[src/rtl/stopwatch_pkg.sv]
// Shared types and constants for the four-digit BCD stopwatch.
package stopwatch_pkg;

  typedef enum logic [1:0] {
    IDLE  = 2'd0,
    RUN   = 2'd1,
    PAUSE = 2'd2,
    LAP   = 2'd3
  } state_t;

  localparam int unsigned DIGIT_W    = 4;
  localparam int unsigned NUM_DIGITS = 4;
  localparam int unsigned DISP_W     = DIGIT_W * NUM_DIGITS;

  localparam logic [DIGIT_W-1:0] BCD_MAX = 4'd9;

  // The prescaler advances only while the stopwatch is timing.
  function automatic logic is_counting(input state_t s);
    return (s == RUN) || (s == LAP);
  endfunction

endpackage

[src/rtl/stopwatch_if.sv]
// Command inputs and display/status outputs of the stopwatch controller.
interface stopwatch_if;
  import stopwatch_pkg::*;

  logic              start_stop;
  logic              lap;
  logic              zero;
  logic [DISP_W-1:0] disp;
  logic              running;
  logic              lap_active;
  logic              tick;
  logic              overflow;

  modport master (
    output start_stop, lap, zero,
    input  disp, running, lap_active, tick, overflow
  );

  modport slave (
    input  start_stop, lap, zero,
    output disp, running, lap_active, tick, overflow
  );

endinterface

[src/rtl/bcd_digit.sv]
// One decade of the count cascade: increments on inc, wraps 9 to 0 and
// raises carry combinationally on the increment that wraps.
module bcd_digit
  import stopwatch_pkg::*;
(
  input  logic               CLOCK_50,
  input  logic               clear,
  input  logic               clr_sync,
  input  logic               inc,
  output logic [DIGIT_W-1:0] q,
  output logic               carry
);

  assign carry = inc & (q == BCD_MAX);

  always_ff @(posedge CLOCK_50 or negedge clear) begin
    if (!clear) begin
      q <= '0;
    end else if (clr_sync) begin
      q <= '0;
    end else if (inc) begin
      q <= (q == BCD_MAX) ? '0 : q + DIGIT_W'(1);
    end
  end

endmodule

[src/rtl/stopwatch_ctrl.sv]
// Run/pause/lap stopwatch: input synchronisers, command FSM, prescaler,
// four cascaded BCD digits and the live/lap display select.
module stopwatch_ctrl #(
  parameter int unsigned TICK_DIV = 50000000,
  parameter int unsigned PRE_W    = 26
) (
  input  logic        CLOCK_50,
  input  logic        clear,
  stopwatch_if.slave  bus
);
  import stopwatch_pkg::*;

  localparam logic [PRE_W-1:0] PRE_LAST = PRE_W'(TICK_DIV - 1);

  logic [2:0] ss_sync;
  logic [2:0] lap_sync;
  logic [2:0] zero_sync;
  logic       ss_edge;
  logic       lap_edge;
  logic       zero_edge;

  state_t state;
  state_t state_next;
  logic   lap_load;
  logic   zero_clr;
  logic   count_en;

  logic [PRE_W-1:0]        pre;
  logic                    wrap;
  logic [NUM_DIGITS:0]     inc_chain;
  logic [DISP_W-1:0]       count;
  logic [DISP_W-1:0]       lap_reg;
  logic                    tick_q;
  logic                    overflow_q;

  // [0],[1] form the synchroniser, [2] is the delay flop for edge detection.
  always_ff @(posedge CLOCK_50 or negedge clear) begin
    if (!clear) begin
      ss_sync   <= '0;
      lap_sync  <= '0;
      zero_sync <= '0;
    end else begin
      ss_sync   <= {ss_sync[1:0],   bus.start_stop};
      lap_sync  <= {lap_sync[1:0],  bus.lap};
      zero_sync <= {zero_sync[1:0], bus.zero};
    end
  end

  assign ss_edge   = ss_sync[1]   & ~ss_sync[2];
  assign lap_edge  = lap_sync[1]  & ~lap_sync[2];
  assign zero_edge = zero_sync[1] & ~zero_sync[2];

  always_ff @(posedge CLOCK_50 or negedge clear) begin
    if (!clear) begin
      state <= IDLE;
    end else begin
      state <= state_next;
    end
  end

  // start_stop outranks lap; a losing edge is simply discarded.
  always_comb begin
    state_next = state;
    lap_load   = 1'b0;
    zero_clr   = 1'b0;
    unique case (state)
      IDLE: begin
        if (ss_edge) state_next = RUN;
      end
      RUN: begin
        if (ss_edge) begin
          state_next = PAUSE;
        end else if (lap_edge) begin
          state_next = LAP;
          lap_load   = 1'b1;
        end
      end
      LAP: begin
        if (ss_edge) begin
          state_next = PAUSE;
        end else if (lap_edge) begin
          state_next = RUN;
        end
      end
      PAUSE: begin
        if (ss_edge) begin
          state_next = RUN;
        end else if (zero_edge) begin
          state_next = IDLE;
          zero_clr   = 1'b1;
        end
      end
      default: state_next = IDLE;
    endcase
  end

  // Enable comes from the current state, so a stop landing on a wrap edge
  // still completes that increment before the prescaler freezes at 0.
  assign count_en = is_counting(state);
  assign wrap     = count_en && (pre == PRE_LAST);

  always_ff @(posedge CLOCK_50 or negedge clear) begin
    if (!clear) begin
      pre <= '0;
    end else if (zero_clr) begin
      pre <= '0;
    end else if (count_en) begin
      pre <= wrap ? '0 : pre + PRE_W'(1);
    end
  end

  assign inc_chain[0] = wrap;

  for (genvar g = 0; g < NUM_DIGITS; g++) begin : g_digit
    bcd_digit u_digit (
      .CLOCK_50 (CLOCK_50),
      .clear    (clear),
      .clr_sync (zero_clr),
      .inc      (inc_chain[g]),
      .q        (count[g*DIGIT_W +: DIGIT_W]),
      .carry    (inc_chain[g+1])
    );
  end

  always_ff @(posedge CLOCK_50 or negedge clear) begin
    if (!clear) begin
      tick_q     <= 1'b0;
      overflow_q <= 1'b0;
    end else begin
      tick_q     <= wrap;
      overflow_q <= inc_chain[NUM_DIGITS];
    end
  end

  // Captures the registered (pre-increment) count on the RUN->LAP edge.
  always_ff @(posedge CLOCK_50 or negedge clear) begin
    if (!clear) begin
      lap_reg <= '0;
    end else if (zero_clr) begin
      lap_reg <= '0;
    end else if (lap_load) begin
      lap_reg <= count;
    end
  end

  assign bus.disp       = (state == LAP) ? lap_reg : count;
  assign bus.running    = is_counting(state);
  assign bus.lap_active = (state == LAP);
  assign bus.tick       = tick_q;
  assign bus.overflow   = overflow_q;

endmodule

[src/flat_wrapper.sv]
// flat-port wrapper written by rule: the top's interface ports become plain ports
module stopwatch_ctrl_flat import stopwatch_pkg::*;
#(
  parameter int unsigned TICK_DIV = 50000000,
  parameter int unsigned PRE_W    = 26
)
  (CLOCK_50, clear, bus_start_stop, bus_lap, bus_zero, bus_disp, bus_running, bus_lap_active, bus_tick, bus_overflow);
  stopwatch_if bus_i ();
  input  logic CLOCK_50;
  input  logic clear;
  input wire logic [$bits(bus_i.start_stop)-1:0] bus_start_stop;
  input wire logic [$bits(bus_i.lap)-1:0] bus_lap;
  input wire logic [$bits(bus_i.zero)-1:0] bus_zero;
  output wire logic [$bits(bus_i.disp)-1:0] bus_disp;
  output wire logic [$bits(bus_i.running)-1:0] bus_running;
  output wire logic [$bits(bus_i.lap_active)-1:0] bus_lap_active;
  output wire logic [$bits(bus_i.tick)-1:0] bus_tick;
  output wire logic [$bits(bus_i.overflow)-1:0] bus_overflow;
  assign bus_i.start_stop = bus_start_stop;
  assign bus_i.lap = bus_lap;
  assign bus_i.zero = bus_zero;
  assign bus_disp = bus_i.disp;
  assign bus_running = bus_i.running;
  assign bus_lap_active = bus_i.lap_active;
  assign bus_tick = bus_i.tick;
  assign bus_overflow = bus_i.overflow;
  stopwatch_ctrl #(.TICK_DIV(TICK_DIV), .PRE_W(PRE_W)) u_core (.CLOCK_50(CLOCK_50), .clear(clear), .bus(bus_i));
endmodule
[config.mk]
export PLATFORM = sky130hd
export DESIGN_NAME = stopwatch_ctrl_flat
export DESIGN_NICKNAME = d
export VERILOG_FILES = /design/src/rtl/stopwatch_pkg.sv /design/src/rtl/stopwatch_if.sv /design/src/rtl/bcd_digit.sv /design/src/rtl/stopwatch_ctrl.sv /design/src/flat_wrapper.sv
export SDC_FILE = /design/constraint.sdc
export NUM_CORES = 1
export LEC_CHECK = 0
export CAP_MARGIN = 20
export CELL_PAD_IN_SITES_DETAIL_PLACEMENT = 1
export CELL_PAD_IN_SITES_GLOBAL_PLACEMENT = 1
export CORE_AREA = 4 4 90 92
export CTS_CLUSTER_DIAMETER = 120
export DETAILED_ROUTE_END_ITERATION = 10
export DIE_AREA = 0 0 94 96
export GPL_TIMING_DRIVEN = 0
export HOLD_SLACK_MARGIN = 0.15
export MAX_ROUTING_LAYER = met4
export PLACE_DENSITY_LB_ADDON = 0.2
export SLEW_MARGIN = 20
export SYNTH_ARGS = -nofsm -noshare
export SYNTH_HDL_FRONTEND = slang
export SYNTH_SLANG_ARGS = --single-unit
export TNS_END_PERCENT = 30
[constraint.sdc]
create_clock -name CLOCK_50 -period 6.5 [get_ports CLOCK_50]
set_clock_uncertainty 0.1 [all_clocks]
set_input_delay 1.3 -clock CLOCK_50 [delete_from_list [all_inputs] [get_ports CLOCK_50]]
set_output_delay 1.3 -clock CLOCK_50 [all_outputs]
set_load 0.01 [all_outputs]
After elaboration in Yosys (flattened, before gate mapping)
Index checks and enable logic that the tools add are counted.
{"block": "op_classes", "n_eq_ne": 12, "n_reduce_logical": 10, "n_shift": 0, "n_mux": 32, "bitwise_logic": 10, "n_addsub": 5, "div": 0, "n_lt_le_gt_ge": 0, "n_mul": 0}
{"cell": "two-way mux 26 bit", "count": 3}
{"cell": "two-way mux 16 bit", "count": 3}
{"cell": "two-way mux 4 bit", "count": 12}
{"cell": "adder 26 x 1 -> 26 bit, second input constant", "count": 1}
{"cell": "== test 26 bit, second input constant", "count": 1}
{"cell": "adder 4 x 1 -> 4 bit, second input constant", "count": 4}
{"cell": "== test 4 bit, second input constant", "count": 4}
{"cell": "two-way mux 2 bit", "count": 7}
{"cell": "nonzero test 2 bit", "count": 6}
{"cell": "inequality test 3 x 1 -> 1 bit, second input constant", "count": 3}
{"cell": "one-hot mux 2 bit (4 select lines)", "count": 1}
{"cell": "AND 1 bit", "count": 7}
{"cell": "two-way mux 1 bit", "count": 6}
{"cell": "== test 2 bit, second input constant", "count": 2}
{"cell": "AND reduction 4 bit", "count": 1}
{"cell": "NOT 1 bit", "count": 3}
{"cell": "== test 2 x 1 -> 1 bit, second input constant", "count": 1}
{"cell": "zero test 2 bit", "count": 1}
{"cell": "inequality test 2 x 1 -> 1 bit, second input constant", "count": 1}
{"cell": "logical AND 1 bit", "count": 1}
{"cell": "logical OR 1 bit", "count": 1}
{"block": "totals", "ff_bits": 71, "mem_bits_rw": 0, "output_inout_bits": 20, "latchBits": 0, "in_bits": 5, "memories": 0, "rom_bits": 0, "wordCells": 81}

Longest topological paths before layout
{"block": "depth", "word_depth": 8, "depth_mapped": 7, "mapped_depth_nobuf": 7}

Cells and area by module
A second synthesis with hierarchy kept.
{"block": "unflattened", "cells_unflattened": 390, "area_unflattened_um2": 3833.7}
{"mod": "stopwatch_ctrl", "area_each_um2": 2867.8, "instances": 1, "cells_each": 286}
{"mod": "bcd_digit", "area_each_um2": 241.5, "instances": 4, "cells_each": 26}

Worst setup path after synthesis
No wires, ideal clock.
{"block": "synth_timing", "kind": "register -> output", "from": "register u_core.state[0]", "to": "output bus_disp[11]", "n_path_buf": 2, "required_ns": 5.100, "path_stages_with_launch": 5, "arrival_time_ns": 1.482, "setup_slack_ns": 3.618, "path_cell_list": "dfrtp_1 -> clkbuf_1 -> nand2_1 -> buf_1 -> mux2_2"}
{"block": "synth_via", "elab_chain_len": 2}
{"item": "start, declared", "line_no": "stopwatch_ctrl.sv:22", "text": "state_t state;"}
{"item": "start signal, assigned", "line_no": "stopwatch_ctrl.sv:57", "text": "state <= state_next;"}
{"item": "== test 2 bit", "line_no": "stopwatch_ctrl.sv:146", "text": "assign bus.disp = (state == LAP) ? lap_reg : count;"}
{"item": "two-way mux 16 bit", "line_no": "stopwatch_ctrl.sv:146"}
{"item": "end, declared", "line_no": "flat_wrapper.sv:14", "text": "output wire logic [$bits(bus_i.disp)-1:0] bus_disp;"}
No other way between the ends.

Worst setup path after layout
{"block": "layout_timing", "from": "register u_core.state[0]", "to": "output bus_disp[8]"}
The elaborated chain is that of the path after synthesis.

==> metrics.md <==
| Metric | Value |
|---|---|
| CTS Buffer Depth | `2` |
| Outcome | `completed` |
| Starting Density | `0.489` |
| Hold path depth | `0` |
| PostCTS Resize Cnt | `0` |
| Initial drt markers | `between 100 and 150` |
| Clock tree from TritonCTS | `done` |
| Worst-path cell chain | `clkbuf_1 -> nand2_1 -> buf_1 -> mux2_2 -> clkdlybuf4s50_1` |
| Slowest cell on the critical path | `buf_1` |
| Number of flip-flops in the largest register | `26` |
| Dpl cells | `slightly below 500` |
| Async SR Flop Fraction | `1.00` |
| Drc violations | `0` |
| Drt pass-1 iters | `4` |
| Share of cells above drive strength 1 | `0.0920` |
| Cells after Synth | `between 300 and 400` |
| Crit path buffers/inverters | `3` |
| Setup TNS | `0 ps` |
| Max FO, Critical Path | `10` |
| Worst EP required | `approximately 5100 ps` |
| Final hold viol count | `0` |
| Max-slew violation total from the final report | `0` |
| Wire length per cell | `18.2 microns` |
| Max incr delay on CP | `between 500 and 600 ps` |
| Clock Sinks | `between 70 and 80` |
| Comb power frac | `0.198` |
| PortBufs | `24` |
| Die area | `around 9000 sq um` |
| Yosys reg bits | `71` |
| HPWL after DPL | `between 6 and 7 mm` |
| Power density over the cells | `around 260 nW/um^2` |
| Fillcell total | `between 800 and 900` |
| RSZ-0062 raised after global routing | `no` |
| Htree depth | `3` |
| Placer Congestion | `roughly 0.8` |
| Reg2Reg Depth | `6` |
| # Max-Cap Violations | `0` |
| Reg-to-reg startpoint | `u_core.pre[8]` |
| Levels on crit path | `5` |
| Antenna-violating nets left | `0` |
| Avg Inst Size Synth | `around 9.5 sq um` |
| Clk root buf | `clkbuf_8` |
| Core ar. | `7210 sq um` |
| Startpoint class of the critical path | `flop` |
| Largest net degree at the start of global routing | `between 50 and 60` |
| Int Pwr | `about 0.73 mW` |
| Tot GR Track Use | `0.234` |
| Hold Crit Class | `flop to flop` |
| Boundary Pins | `25` |
| Leakage dissipation | `between 1.5 and 2 nW` |
| Clock power frac | `0.339` |
| Cell Area, Placed | `~4000 sq um` |
| Area leader, netlist | `dfrtp_1` |
| Worst EP arrival | `between 2000 and 3000 ps` |
| Reg clk slew, reported paths | `70 ps` |
| Minimum clock period | `approximately 4100 ps` |
| Post-Syn Area | `between 3000 and 4000 sq um` |
| Synth Flop Type | `dfrtp_1` |
| # setup viols final | `0` |
| Register area share after synthesis | `0.504` |
| Layout area overhead | `16.8%` |
| Cell variety after synth | `44` |
| Syn_nets | `379` |
| Setup CP Type | `flop to primary output` |
| Post-layout util | `0.571` |
| Slew @ Worst Pin | `between 800 and 900 ps` |
| Overflow after GRT | `0` |
| NumNets Final | `415` |
| Area of the multi-input gates | `approximately 1600 sq um` |
| Top cells by count, synth | `71 x dfrtp_1, 56 x nand2_1, 29 x o21ai_0, 26 x nor2_1, 17 x nand3_1` |
| Via Count | `just under 3000` |
| Vias per Instance | `between 5 and 6` |
| Finished Cell Area | `4120 sq um` |
| # hold bufs at CTS | `0` |
| Synth warn | `0` |
| Slew headroom | `0.421` |
| Global-route wire length before repair | `about 16 mm` |
| Hold_sp | `u_core.zero_sync[0]` |
| Max Fclk | `approximately 0.24 GHz` |
| Clk Latency, worst-skew pair | `about 360 ps` |
| Initial antenna violation count | `0` |
| Net load switching power | `roughly 0.34 mW` |
| Peak supply drop | `approximately 0.17 mV` |
| Total CTS buffers | `9` |
| Fin cells | `between 500 and 600` |
| Diode count | `0` |
| Final period util | `0.635` |
| Reg area | `1780 sq um` |
| Crit path from | `u_core.state[0]` |
| Die H | `roughly 96 microns` |
| Reg power frac | `0.463` |
| Sw Ratio | `0.320` |
| Crit-path leading delay family | `buffers and inverters` |
| Overall die width | `94 microns` |
| Number of core rows | `31` |
| Most frequent cell after synthesis | `dfrtp_1` |
| Number of global-route vias before repair | `3197` |
| Drt total wl | `just over 9 mm` |
| Post-synth EDFFs | `0` |
| Top post-synthesis cells by area | `dfrtp_1 50%, nand2_1 6.0%, mux2_2 4.2%` |
| Worst Setup End Kind | `primary output` |
| Post-CTS Setup Repair Bufs | `0` |
| Synth top area share | `0.504` |
==> worst paths after layout <==
kind,to,slack [ps]
worst max-delay path,bus_disp[8],2380
min in group asynchronous,u_core.lap_reg[11],710
worst min-delay path,u_core.zero_sync[1],250
worst min register to register,u_core.zero_sync[1],250
max in group asynchronous,u_core.pre[24],5040
worst max register to register,u_core.pre[15],3330
==> power groups by stage <==
stage,combinational [mW],sequential (mW),clock [mW]
after global placement,0.205,0.506,0
after CTS,0.216,0.499,0.372
final,0.213,0.499,0.365
after detailed placement,0.216,0.508,0
after floorplan,0.136,0.498,0
after global routing,0.237,0.504,0.390
==> cell usage in the layout, fill, tap and decap left out, types with 2 or more instances in the layout <==
| cell type | n |
|---|---|
| a21oi_1 | 10 |
| a22o_1 | 2 |
| a31o_2 | 2 |
| a31oi_1 | 9 |
| and2_1 | 3 |
| and4_1 | 3 |
| clkbuf_1 | 16 |
| clkbuf_8 | 11 |
| clkdlybuf4s50_1 | 23 |
| clkinv_2 | 3 |
| dfrtp_1 | 71 |
| inv_1 | 10 |
| mux2_2 | 13 |
| mux2i_1 | 6 |
| nand2_1 | 56 |
| nand2b_1 | 5 |
| nand3_1 | 17 |
| nand3b_1 | 5 |
| nand4_1 | 11 |
| nor2_1 | 26 |
| nor2b_1 | 5 |
| nor3_1 | 7 |
| nor4_1 | 11 |
| nor4bb_1 | 2 |
| o21ai_0 | 29 |
| o31ai_1 | 3 |
| or2_2 | 2 |
| or3_1 | 4 |
| or4_1 | 8 |
| xnor2_1 | 14 |
| xor2_1 | 7 |
==> through the flow <==
stage	setup WS [ps]	power, mW	hold slack [ps]
floorplan	3620	0.634	231
global placement	1530	0.711	233
detailed placement	2700	0.723	239
CTS	2300	1.09	254
global route	2220	1.13	266
finish	2380	1.08	251
==> cell families after synthesis <==
logic type / Yosys count / share of synthesized area
adders and majority gates: 1 / 0.00355
xor gates and xnor gates: 21 / 0.0521
AOI/OAI and AO/OA: 60 / 0.0983
and+or+nand+nor: 172 / 0.253
buffers and inverters: 29 / 0.0312
DFF: 71 / 0.504
muxes: 19 / 0.0585
==> metal layers <==
layer  vias to the layer above  global-route usage  share of wire  wire, microns
met5                         -                   -              0              0
met4                         0              0.0915          0.016            148
met1                      1495               0.265           0.42           3910
met2                        57               0.418           0.53           4930
met3                        13              0.0367          0.037            344
li1                       1392                   -              -              -
==> final cells by class <==
class	instances	area share
buffer	18	0.0167
clock buffer	11	0.0368
clock inverter	4	0.0109
inverter	11	0.0100
multi-input combinational	273	0.400
sequential	71	0.431
tap	99	0.0301
timing repair buffer	25	0.0644
Power figures use the tool's default switching activity.
